`src/rtl/hex7seg_scan_driver.sv`:
```
// Time-multiplexed hex display driver: latches DIGITS nibbles and scans them onto a
// common-segment, per-digit-anode 7-segment display with guard, blanking and LZ suppression.
module hex7seg_scan_driver #(
    parameter int unsigned DIGITS         = 4,
    parameter int unsigned CLK_DIV        = 8,
    parameter int unsigned GUARD          = 2,
    parameter bit          ACTIVE_LOW_SEG = 1'b1,
    parameter bit          ACTIVE_LOW_AN  = 1'b1
) (
    input  logic                  clk,
    input  logic                  rst_n,
    input  logic                  load,
    input  logic [4*DIGITS-1:0]   value,
    input  logic [DIGITS-1:0]     blank_mask,
    input  logic [DIGITS-1:0]     dp_mask,
    input  logic                  lz_blank,
    output logic [6:0]            seg,
    output logic                  dp,
    output logic [DIGITS-1:0]     an,
    output logic                  frame_done
);

    localparam int PW = (CLK_DIV > 1) ? $clog2(CLK_DIV) : 1;
    localparam int IW = (DIGITS > 1) ? $clog2(DIGITS) : 1;

    localparam logic [6:0]        SEG_OFF = ACTIVE_LOW_SEG ? 7'h7F : 7'h00;
    localparam logic              DP_OFF  = ACTIVE_LOW_SEG ? 1'b1 : 1'b0;
    localparam logic [DIGITS-1:0] AN_OFF  = ACTIVE_LOW_AN ? {DIGITS{1'b1}} : {DIGITS{1'b0}};

    function automatic logic [6:0] hex_decode(input logic [3:0] nib);
        logic [6:0] s;
        case (nib)
            4'h0:    s = 7'h3F;
            4'h1:    s = 7'h06;
            4'h2:    s = 7'h5B;
            4'h3:    s = 7'h4F;
            4'h4:    s = 7'h66;
            4'h5:    s = 7'h6D;
            4'h6:    s = 7'h7D;
            4'h7:    s = 7'h07;
            4'h8:    s = 7'h7F;
            4'h9:    s = 7'h6F;
            4'hA:    s = 7'h77;
            4'hB:    s = 7'h7C;
            4'hC:    s = 7'h39;
            4'hD:    s = 7'h5E;
            4'hE:    s = 7'h79;
            default: s = 7'h71;
        endcase
        return s;
    endfunction

    logic [PW-1:0]       pcnt_q, pcnt_d;
    logic [IW-1:0]       idx_q, idx_d;
    logic [4*DIGITS-1:0] sh_val_q, sh_val_d;
    logic [DIGITS-1:0]   sh_blank_q, sh_blank_d;
    logic [DIGITS-1:0]   sh_dp_q, sh_dp_d;
    logic [6:0]          seg_q, seg_d;
    logic                dp_q, dp_d;
    logic [DIGITS-1:0]   an_q, an_d;
    logic                frame_done_q, frame_done_d;

    logic in_guard;

    // With GUARD=0 the comparison would be constant-false, so elide it entirely.
    if (GUARD == 0) begin : g_no_guard
        assign in_guard = 1'b0;
    end else begin : g_guard
        assign in_guard = (pcnt_q < PW'(GUARD));
    end

    // Scan timing and shadow registers.
    always_comb begin
        pcnt_d       = pcnt_q + PW'(1);
        idx_d        = idx_q;
        frame_done_d = 1'b0;
        if (pcnt_q == PW'(CLK_DIV - 1)) begin
            pcnt_d = '0;
            if (idx_q == IW'(DIGITS - 1)) begin
                idx_d        = '0;
                frame_done_d = 1'b1;
            end else begin
                idx_d = idx_q + IW'(1);
            end
        end

        sh_val_d   = load ? value      : sh_val_q;
        sh_blank_d = load ? blank_mask : sh_blank_q;
        sh_dp_d    = load ? dp_mask    : sh_dp_q;
    end

    logic [3:0]        cur_nib;
    logic              cur_blank;
    logic              cur_dp;
    logic              cur_lz;
    logic [DIGITS-1:0] onehot;
    logic [DIGITS-1:0] lz_dark;
    logic              all_zero;
    logic              dark;

    // Display output generation from the current scan position.
    always_comb begin
        cur_nib   = '0;
        cur_blank = 1'b0;
        cur_dp    = 1'b0;
        cur_lz    = 1'b0;
        onehot    = '0;
        lz_dark   = '0;
        all_zero  = 1'b1;

        // Walk from the top digit down: a digit is a leading zero if it and all above are zero.
        for (int i = int'(DIGITS) - 1; i >= 0; i--) begin
            all_zero   = all_zero & (sh_val_q[4*i +: 4] == 4'h0);
            lz_dark[i] = lz_blank & all_zero & (i != 0);
        end

        for (int i = 0; i < int'(DIGITS); i++) begin
            if (idx_q == IW'(i)) begin
                cur_nib   = sh_val_q[4*i +: 4];
                cur_blank = sh_blank_q[i];
                cur_dp    = sh_dp_q[i];
                cur_lz    = lz_dark[i];
                onehot[i] = 1'b1;
            end
        end

        dark = in_guard | cur_blank | cur_lz;

        seg_d = SEG_OFF;
        dp_d  = DP_OFF;
        an_d  = AN_OFF;
        if (!dark) begin
            seg_d = ACTIVE_LOW_SEG ? ~hex_decode(cur_nib) : hex_decode(cur_nib);
            dp_d  = ACTIVE_LOW_SEG ? ~cur_dp : cur_dp;
            an_d  = ACTIVE_LOW_AN ? ~onehot : onehot;
        end
    end

    always_ff @(posedge clk or negedge rst_n) begin
        if (!rst_n) begin
            pcnt_q       <= '0;
            idx_q        <= '0;
            sh_val_q     <= '0;
            sh_blank_q   <= '0;
            sh_dp_q      <= '0;
            seg_q        <= SEG_OFF;
            dp_q         <= DP_OFF;
            an_q         <= AN_OFF;
            frame_done_q <= 1'b0;
        end else begin
            pcnt_q       <= pcnt_d;
            idx_q        <= idx_d;
            sh_val_q     <= sh_val_d;
            sh_blank_q   <= sh_blank_d;
            sh_dp_q      <= sh_dp_d;
            seg_q        <= seg_d;
            dp_q         <= dp_d;
            an_q         <= an_d;
            frame_done_q <= frame_done_d;
        end
    end

    assign seg        = seg_q;
    assign dp         = dp_q;
    assign an         = an_q;
    assign frame_done = frame_done_q;

endmodule

```
`config.mk`:
```
export PLATFORM = sky130hd
export DESIGN_NAME = hex7seg_scan_driver
export DESIGN_NICKNAME = d
export VERILOG_FILES = /design/src/rtl/hex7seg_scan_driver.sv
export SDC_FILE = /design/constraint.sdc
export NUM_CORES = 1
export LEC_CHECK = 0
export ABC_AREA = 1
export CORE_ASPECT_RATIO = 1.25
export CORE_MARGIN = 1.5
export CORE_UTILIZATION = 53
export DETAILED_ROUTE_END_ITERATION = 8
export PLACE_DENSITY = 0.82
export SLEW_MARGIN = 30
export SYNTH_ARGS = -nofsm -noshare
export SYNTH_HDL_FRONTEND = slang
export SYNTH_SLANG_ARGS = --single-unit
```
`constraint.sdc`:
```
create_clock -name clk -period 3.24 [get_ports clk]
set_clock_uncertainty 0.1 [all_clocks]
set_input_delay 0.972 -clock clk [delete_from_list [all_inputs] [get_ports clk]]
set_output_delay 0.972 -clock clk [all_outputs]
set_load 0.005 [all_outputs]
```
==> Word level (Yosys, flattened, before mapping) <==
Memory sizes are Yosys's and may differ from the RTL's.
Index checks and enable logic that the tools add are counted.
{ "totals": {"reg_bits": 42, "romBits": 112, "input_bits": 28, "out_inout_bits": 13, "elab_cells": 57, "n_memories": 1} }
{ "classes": {"addsub": 2, "n_lt_le_gt_ge": 1, "eq_ne": 4, "mux": 26, "bitwise_logic": 10, "reduce_logical": 4} }
{ "mem_list": {"columns": ["memory", "words", "word_bits", "read_ports", "rd_ports_with_merged_regs", "write_ports", "line", "text"], "rows": [
  ["(name not given)", 16, 7, 1, 0, 0, "32", "case (nib)"]
]} }
{ "op_table": {"columns": ["op", "count"], "rows": [
  ["$mux 4", 5],
  ["$mux 1", 17],
  ["$mux 7", 2],
  ["$logic_not 4->1", 3],
  ["$not 7->7", 1],
  ["$and 1x1->1", 5],
  ["$eq 2x2->1 const B", 2],
  ["$not 4->4", 1],
  ["$add 3x1->3 const B", 1],
  ["$eq 3x3->1 const B", 1],
  ["$lt 3x2->1 const B", 1],
  ["$mux 3", 1],
  ["$add 2x1->2 const B", 1],
  ["$eq 2x1->1 const B", 1],
  ["$logic_not 2->1", 1],
  ["$mux 2", 1],
  ["$or 1x1->1", 2],
  ["$not 1->1", 1]
]} }

==> Depth between registers and ports, before layout <==
Gate-level depths: netlist (run 1).
{ "logic_depth": {"depth_word": 11, "depth_mapped": 14, "mapped_depth_nobuf": 14} }

==> Worst setup path before layout (run 1) <==
Ideal clock, no wire load.
{ "synth_timing": {"path_kind": "register to register", "startpoint": "reg idx_q[0]", "endpoint": "reg seg_q[3] (netlist: seg[3])", "setup_time_ps": 80, "t_arrival_ps": 1771, "path_slack_ps": 1289, "path_stages_with_launch": 12, "n_path_buf": 1, "synth_period_minus_slack_ps": 1951, "path_cell_list": "dfrtp_1 > inv_1 > ha_1 > buf_6 > a21oi_1 > nand2_1 > a21boi_1 > ha_1 > inv_1 > nand2_1 > nand3_1 > nand3_2"} }
{ "synth_between": {"elab_chain_cells": 9, "word_cells_on_any_way": 21, "classes_between": "3 x eq/ne; 13 x mux; 3 x bitwise; 1 x reduce/logical; 1 x memory"} }
{ "synth_rtl": {"columns": ["element", "line", "text"], "rows": [
  ["start: declaration", "54", "logic [IW-1:0] idx_q, idx_d;"],
  ["start signal: assignment", "152", "idx_q <= idx_d;"],
  ["$logic_not 2->1", "118", "if (idx_q == IW'(i)) begin"],
  ["$mux 4 (4 in a row)", "118", null],
  ["$mem_v2 16x7", null, null],
  ["$mux 7", "132", "if (!dark) begin"],
  ["$not 7->7", "133", "seg_d = ACTIVE_LOW_SEG ? ~hex_decode(cur_nib) : hex_decode(cur_nib);"],
  ["$mux 7 *", "132", null],
  ["net seg_d[3]", "58", "logic [6:0] seg_q, seg_d;"],
  ["end signal: assignment", "156", "seg_q <= seg_d;"],
  ["end: declaration", "58", null]
]} }
Mark *: on every way through the listed nets, which the timed path passes. The rest lies on a longest branch. The select of a mux whose other input is x is not followed.
A chain may end at the register's enable or synchronous reset.

==> Worst setup path after layout (run 1) <==
{ "layout_timing": {"startpoint": "reg an_q[2] (netlist: an[2])", "endpoint": "out an[2]"} }
{ "layout_rtl": {"columns": ["element", "line", "text"], "rows": [
  ["start: declaration", "60", "logic [DIGITS-1:0] an_q, an_d;"],
  ["start signal: assignment", "158", "an_q <= an_d;"],
  ["end: declaration", "19", "output logic [DIGITS-1:0] an,"]
]} }
No word-level cell between the ends.

==> results of run 1 <==
[per-layer routing]
layer	part of all wire	global-route usage
met5	0	0
met3	0.043	0.0426
met1	0.41	0.209
met2	0.52	0.368
met4	0.023	0.0960
[where the power goes]
part	switching, W	leakage [nW]	internal, W
logic	0.0000772	0.665	0.0000684
registers	0.0000153	0.488	0.000553
clock network	0.000174	0.0450	0.000149
[stage by stage]
| step | util | total power (W) | instance area (um2) | cells | hold WS (ns) |
|---|---|---|---|---|---|
| floorplan | - | 0.000659 | 2090 | 228 | 0.303 |
| global placement | 0.664 | 0.000719 | 2510 | 316 | 0.318 |
| detailed placement | 0.664 | 0.000723 | 2510 | 316 | 0.321 |
| CTS | 0.686 | 0.00104 | 2590 | 324 | 0.332 |
| global route | 0.686 | 0.00109 | 2600 | 324 | 0.343 |
| finish | 0.686 | 0.00104 | 2600 | 324 | 0.327 |
[area by class of cell]
type | instances | area [um2]
fillers | 327 | 1190
flip-flops and latches | 42 | 1070
clock inverters | 2 | 10.0
clock buffers | 6 | 72.6
multi-input cells | 153 | 878
inverters | 26 | 97.6
repair buffers | 41 | 405
well taps | 54 | 67.6
[how the worst max path moves through the flow]
stage | end | slack [ns]
after floorplan | seg[3] | 1.29
after global placement | seg[0] | 0.89
after detailed placement | an[0] | 0.86
after CTS | an[2] | 0.85
after global routing | seg[3] | 0.69
final | an[2] | 0.86
[flip-flops by register name, summed over array words and instances, names as in the netlist]
name / count
sh_blank_q: 4
an: 4
idx_q: 2
sh_val_q: 16
pcnt_q: 3
dp: 1
frame_done: 1
seg: 7
sh_dp_q: 4
[cells in the final DEF (no fill, tap or decap), drive strengths merged, types with 4 or more instances in the layout]
cell type / count
dfrtp: 30
a21oi: 12
nand2: 71
nor2: 4
o21ai: 21
clkdlybuf4s50: 39
mux2: 10
inv: 26
ha: 12
dfstp: 12
clkbuf: 6
nand3: 18
[kinds of logic after synthesis]
| family | after synthesis | synth area share |
|---|---|---|
| AO/OA/AOI/OAI | 36 | 0.100 |
| adder cells (fa/ha/maj) | 12 | 0.0720 |
| buffers and inverters | 33 | 0.0678 |
| flip-flops | 42 | 0.511 |
| multiplexers | 10 | 0.0540 |
| AND/OR/NAND/NOR | 95 | 0.195 |
==> run metrics, run 1 <==
outcome=finished, final reports clean; RSZ-0062 raised after global routing=no; vias in the first global route=1568; Die ar.=0.00432 mm2; fraction of registers with async set/reset=1.00; top cell type's share of synthesized area=0.360; first-pass GRT wire length=6450 um; routability cong.=0.796; r2r setup slk=0.88 ns; initial core utilization=0.551; layout cells sized above 1=0.163; core area=0.00378 mm2; Pwr Density=399 mW/mm2; CTS Hold Bufs=0; DP HPWL=2770 um; GRT overflow=0; Vias=1592; Crit path max-delay family=flip-flops; Worst Path Arrival=1.30 ns; Pre-antenna DRT Iters=4; cells after synthesis=228; clock root buffer=clkbuf_8; count of final max-slew check failures=0; I/O Pins=41; DR WL/cell=11.6 um; Post-synth EDFFs=0; Worst Path Buf+Inv=1; Post-DRT Antenna Nets=0; total track usage=0.199; crit share post-route=0.734; CP Cell Sequence=clkdlybuf4s50_1; fmax=0.421 GHz; initial antenna violation count=0; # rows=25; mapped cell area=0.00209 mm2; H-tree depth=2; DRC Markers=0; Num CTS Buffers=5; Critical Setup Path Class=reg -> out; Yosys warning count=0; post-place setup slack=0.859 ns; Mapped Nets=268; largest net degree at the start of global routing=43; Final Hold Fails=0; commonest cells in the netlist=67 x nand2_1, 30 x dfrtp_1, 24 x inv_1; FF+latch count, synth=42; post-synthesis sequential area ratio=0.511; buffers inserted by post-CTS timing repair=0; Worst Path Required=2.17 ns; maximum vdd ir drop=0.353 mV; Worst Hold Class=reg -> reg; library cells used by synthesis=23; Resize count post-CTS=0; fin nets=309; Reg2Reg Capture Point=seg[3]; reg2reg start=idx_q[0]; clock tree buffer depth=2; most used flip-flop cell after synthesis=dfrtp_1; CTS tree=done; min Tclk post-route=2.38 ns; DR iter-0 viols=37; Clock transition at path regs=0.08 ns; Yosys top cell by area=dfrtp_1; crit path launch=an[2]; syn avg cell area=9.15 um2; die height=73.1 um; Worst path depth=1; # diodes=0; Final WS setup=0.863 ns; CP peak stage delay=0.52 ns; worst hold path endpoint=pcnt_q[0]; critical path endpoint category=primary output; Num Clock Sinks=42; relative slew slack=0.623; worst slew pin tran=0.565 ns; Synth area leaders=dfrtp_1 36%, dfstp_2 15%, nand2_1 12%, ha_1 7.2%, mux2_2 5.4%; reg2reg path depth=12; final setup violation count=0; vias per std cell=4.91; worst-skew pair later-pin latency=0.30 ns; most frequent cell after synthesis=nand2_1; slowest cell on the critical path=dfstp_2; max cap viols=0; worst hold path stage count=1; Layout area overhead=24.5%; final setup TNS=0 ns; port bufs=40; Hold Startpoint=pcnt_q[0]; Routed WL=3770 um; Crit Path Max Fanout=1; Critical Path Start Type=register; die extent in x=59.1 um; Leak Pwr=1.20 nW
No activity file was read; power rests on OpenSTA's default activity.
==> run 2: changes to the inputs <==
--- a/config.mk
+++ b/config.mk
@@ -8,9 +8,9 @@
 export ABC_AREA = 1
 export CORE_ASPECT_RATIO = 1.25
 export CORE_MARGIN = 1.5
-export CORE_UTILIZATION = 53
+export CORE_UTILIZATION = 46
 export DETAILED_ROUTE_END_ITERATION = 8
-export PLACE_DENSITY = 0.82
+export PLACE_DENSITY = 0.75
 export SLEW_MARGIN = 30
 export SYNTH_ARGS = -nofsm -noshare
 export SYNTH_HDL_FRONTEND = slang
==> constraint.sdc (replaced) <==
create_clock -name clk -period 2.1 [get_ports clk]
set_clock_uncertainty 0.1 [all_clocks]
set_input_delay 0.63 -clock clk [delete_from_list [all_inputs] [get_ports clk]]
set_output_delay 0.63 -clock clk [all_outputs]
set_load 0.005 [all_outputs]
==> run 2 against run 1 <==
  * Via count increased by 2.8%
  * Die area increased by 14%
  * Global-route usage decreased by 2.1 points
  * Critical path type unchanged
  * Total power increased by 70%
  * Final cell count increased by 4.6%
==> run metrics, run 2 (same netlist as run 1, synthesis figures left out) <==
Post-DRT Antenna Nets=0 (unchanged); Leak Pwr=1.26 nW (+5.6%); initial core utilization=0.475 (-0.0761); footprint of the multi-input gates=933 um2 (+6.3%); Final Hold Fails=0 (unchanged); Worst Path Required=1.37 ns (-0.80 ns); worst slew pin tran=0.391 ns (-0.174 ns); fmax=0.492 GHz; first-pass GRT wire length=6980 um (+8.1%); relative slew slack=0.739 (+0.116); port bufs=40 (unchanged); leading cell type in the layout, fill and taps excluded=nand2_1; Clock transition at path regs=0.08 ns (about the same); GRT overflow=0 (unchanged); final setup violation count=0 (unchanged); DR iter-0 viols=40 (+8.1%); Non-Filler Instances=339 (+4.6%); critical path endpoint category=primary output; slowest cell on the critical path=dfstp_2; core area=0.00439 mm2 (+16%); Critical Setup Path Class=reg -> out; largest net degree at the start of global routing=39 (-9.3%); Top reg by flops=sh_val_q; CP peak stage delay=0.52 ns (about the same); clock tree buffer depth=2 (unchanged); min Tclk post-route=2.03 ns; CTS Hold Bufs=0 (unchanged); Placement Cell Area=0.00260 mm2 (+3.4%); DRC Markers=0 (unchanged); vias per std cell=4.83 (-1.7%); Fill cells=365 (+12%); CP Cell Sequence=clkdlybuf4s50_1; register area=0.00107 mm2 (unchanged); Num Clock Sinks=42 (unchanged); maximum vdd ir drop=0.380 mV (+7.5%); Die ar.=0.00495 mm2 (+14%); layout cells sized above 1=0.224 (+0.0612); fin nets=320 (+3.6%); die extent in x=63.2 um (+7.0%); H-tree depth=2 (unchanged); DP HPWL=3020 um (+9.0%); Worst Path Arrival=1.30 ns (about the same); clock root buffer=clkbuf_8; DR WL/cell=12.1 um (+4.1%); Post-Layout Inst Area=0.00278 mm2 (+7.2%); CTS tree=done; # rows=27 (+8.0%); I/O Pins=41 (unchanged); Vias=1637 (+2.8%); max reg flops=16 (unchanged); worst-skew pair later-pin latency=0.29 ns (about the same); outcome=finished, final reports clean; Worst Hold Class=in -> async; # diodes=0 (unchanged); Crit Path Max Fanout=1 (unchanged); total track usage=0.179 (-0.0209); Pre-antenna DRT Iters=4 (unchanged); max cap viols=0 (unchanged); most frequent cells in the layout=67 x nand2_1, 39 x clkdlybuf4s50_1, 30 x dfrtp_1, 22 x inv_1, 19 x o21ai_0; vias in the first global route=1630 (+4.0%); Routed WL=4100 um (+8.9%); crit share post-route=0.967; count of final max-slew check failures=0 (unchanged); Crit path max-delay family=flip-flops; initial antenna violation count=0 (unchanged); Worst Path Buf+Inv=1 (unchanged); routability cong.=0.859 (+7.9%); Critical Path Start Type=register; placed cell count=329 (+4.1%); die height=78.3 um (+7.0%); Layout area overhead=33.5%; Num CTS Buffers=5 (unchanged); Pwr Density=632 mW/mm2 (+58%)
==> run 2: repair_timing <==
item | CTS | global route
gates cloned | 0 | 0
resized for setup | 1 | 11
setup buffers | 0 | 2
setup endpoints to repair | 4 | 10
==> run 2: power by group <==
group / switching [W] / leakage [nW] / internal [W]
clock network: 0.000258 / 0.0585 / 0.000387
registers: 0.0000226 / 0.488 / 0.000853
logic: 0.000124 / 0.719 / 0.000116
total: 0.000405 / 1.26 / 0.00136
==> run 2: final cells by class <==
type / instances / area share
Sequential cell: 42 / 0.383
Clock inverter: 1 / 0.0108
Inverter: 26 / 0.0351
Timing Repair Buffer: 52 / 0.179
Clock buffer: 7 / 0.0310
Multi-Input combinational cell: 153 / 0.335
Tap cell: 58 / 0.0261
==> run 2: final timing paths <==
kind / end / from / cells past startpoint / slack (ns)
max in group asynchronous: seg[1] / rst_n / 2 / 1.14
setup / recovery: an[1] / an[1] / 1 / 0.07
hold reg to reg: pcnt_q[0] / pcnt_q[0] / 1 / 0.33
hold / removal: sh_dp_q[0] / rst_n / 1 / 0.15
min in group clk: pcnt_q[0] / pcnt_q[0] / 1 / 0.33
setup reg to reg: seg[3] / idx_q[0] / 13 / 0.12
==> run 2: per-stage QoR <==
step	hold slack (ns)	setup TNS, ns	setup slack, ns	power, W	utilization
floorplan	0.234	0	0.149	0.00102	-
global placement	0.316	0	0.0488	0.00112	0.591
detailed placement	0.327	-0.0196	-0.0196	0.00113	0.591
CTS	0.148	0	0.0231	0.00177	0.619
global route	0.170	-0.00543	-0.00543	0.00185	0.634
finish	0.145	0	0.0683	0.00176	0.634
==> run 2: worst reg2reg max path, delay by kind of cell, from the launching register on <==
family                     cells  cell delay [ns]
adders and majority gates      2             0.39
buffers and inverters          3             0.38
and+or+nand+nor                8             0.57
DFF                            1             0.44
==> run 2: layer usage <==
metal | wire length (um) | GRT usage
met4 | 63 | 0.0696
met2 | 2210 | 0.324
met1 | 1670 | 0.201
met3 | 160 | 0.0415
met5 | 0 | 0
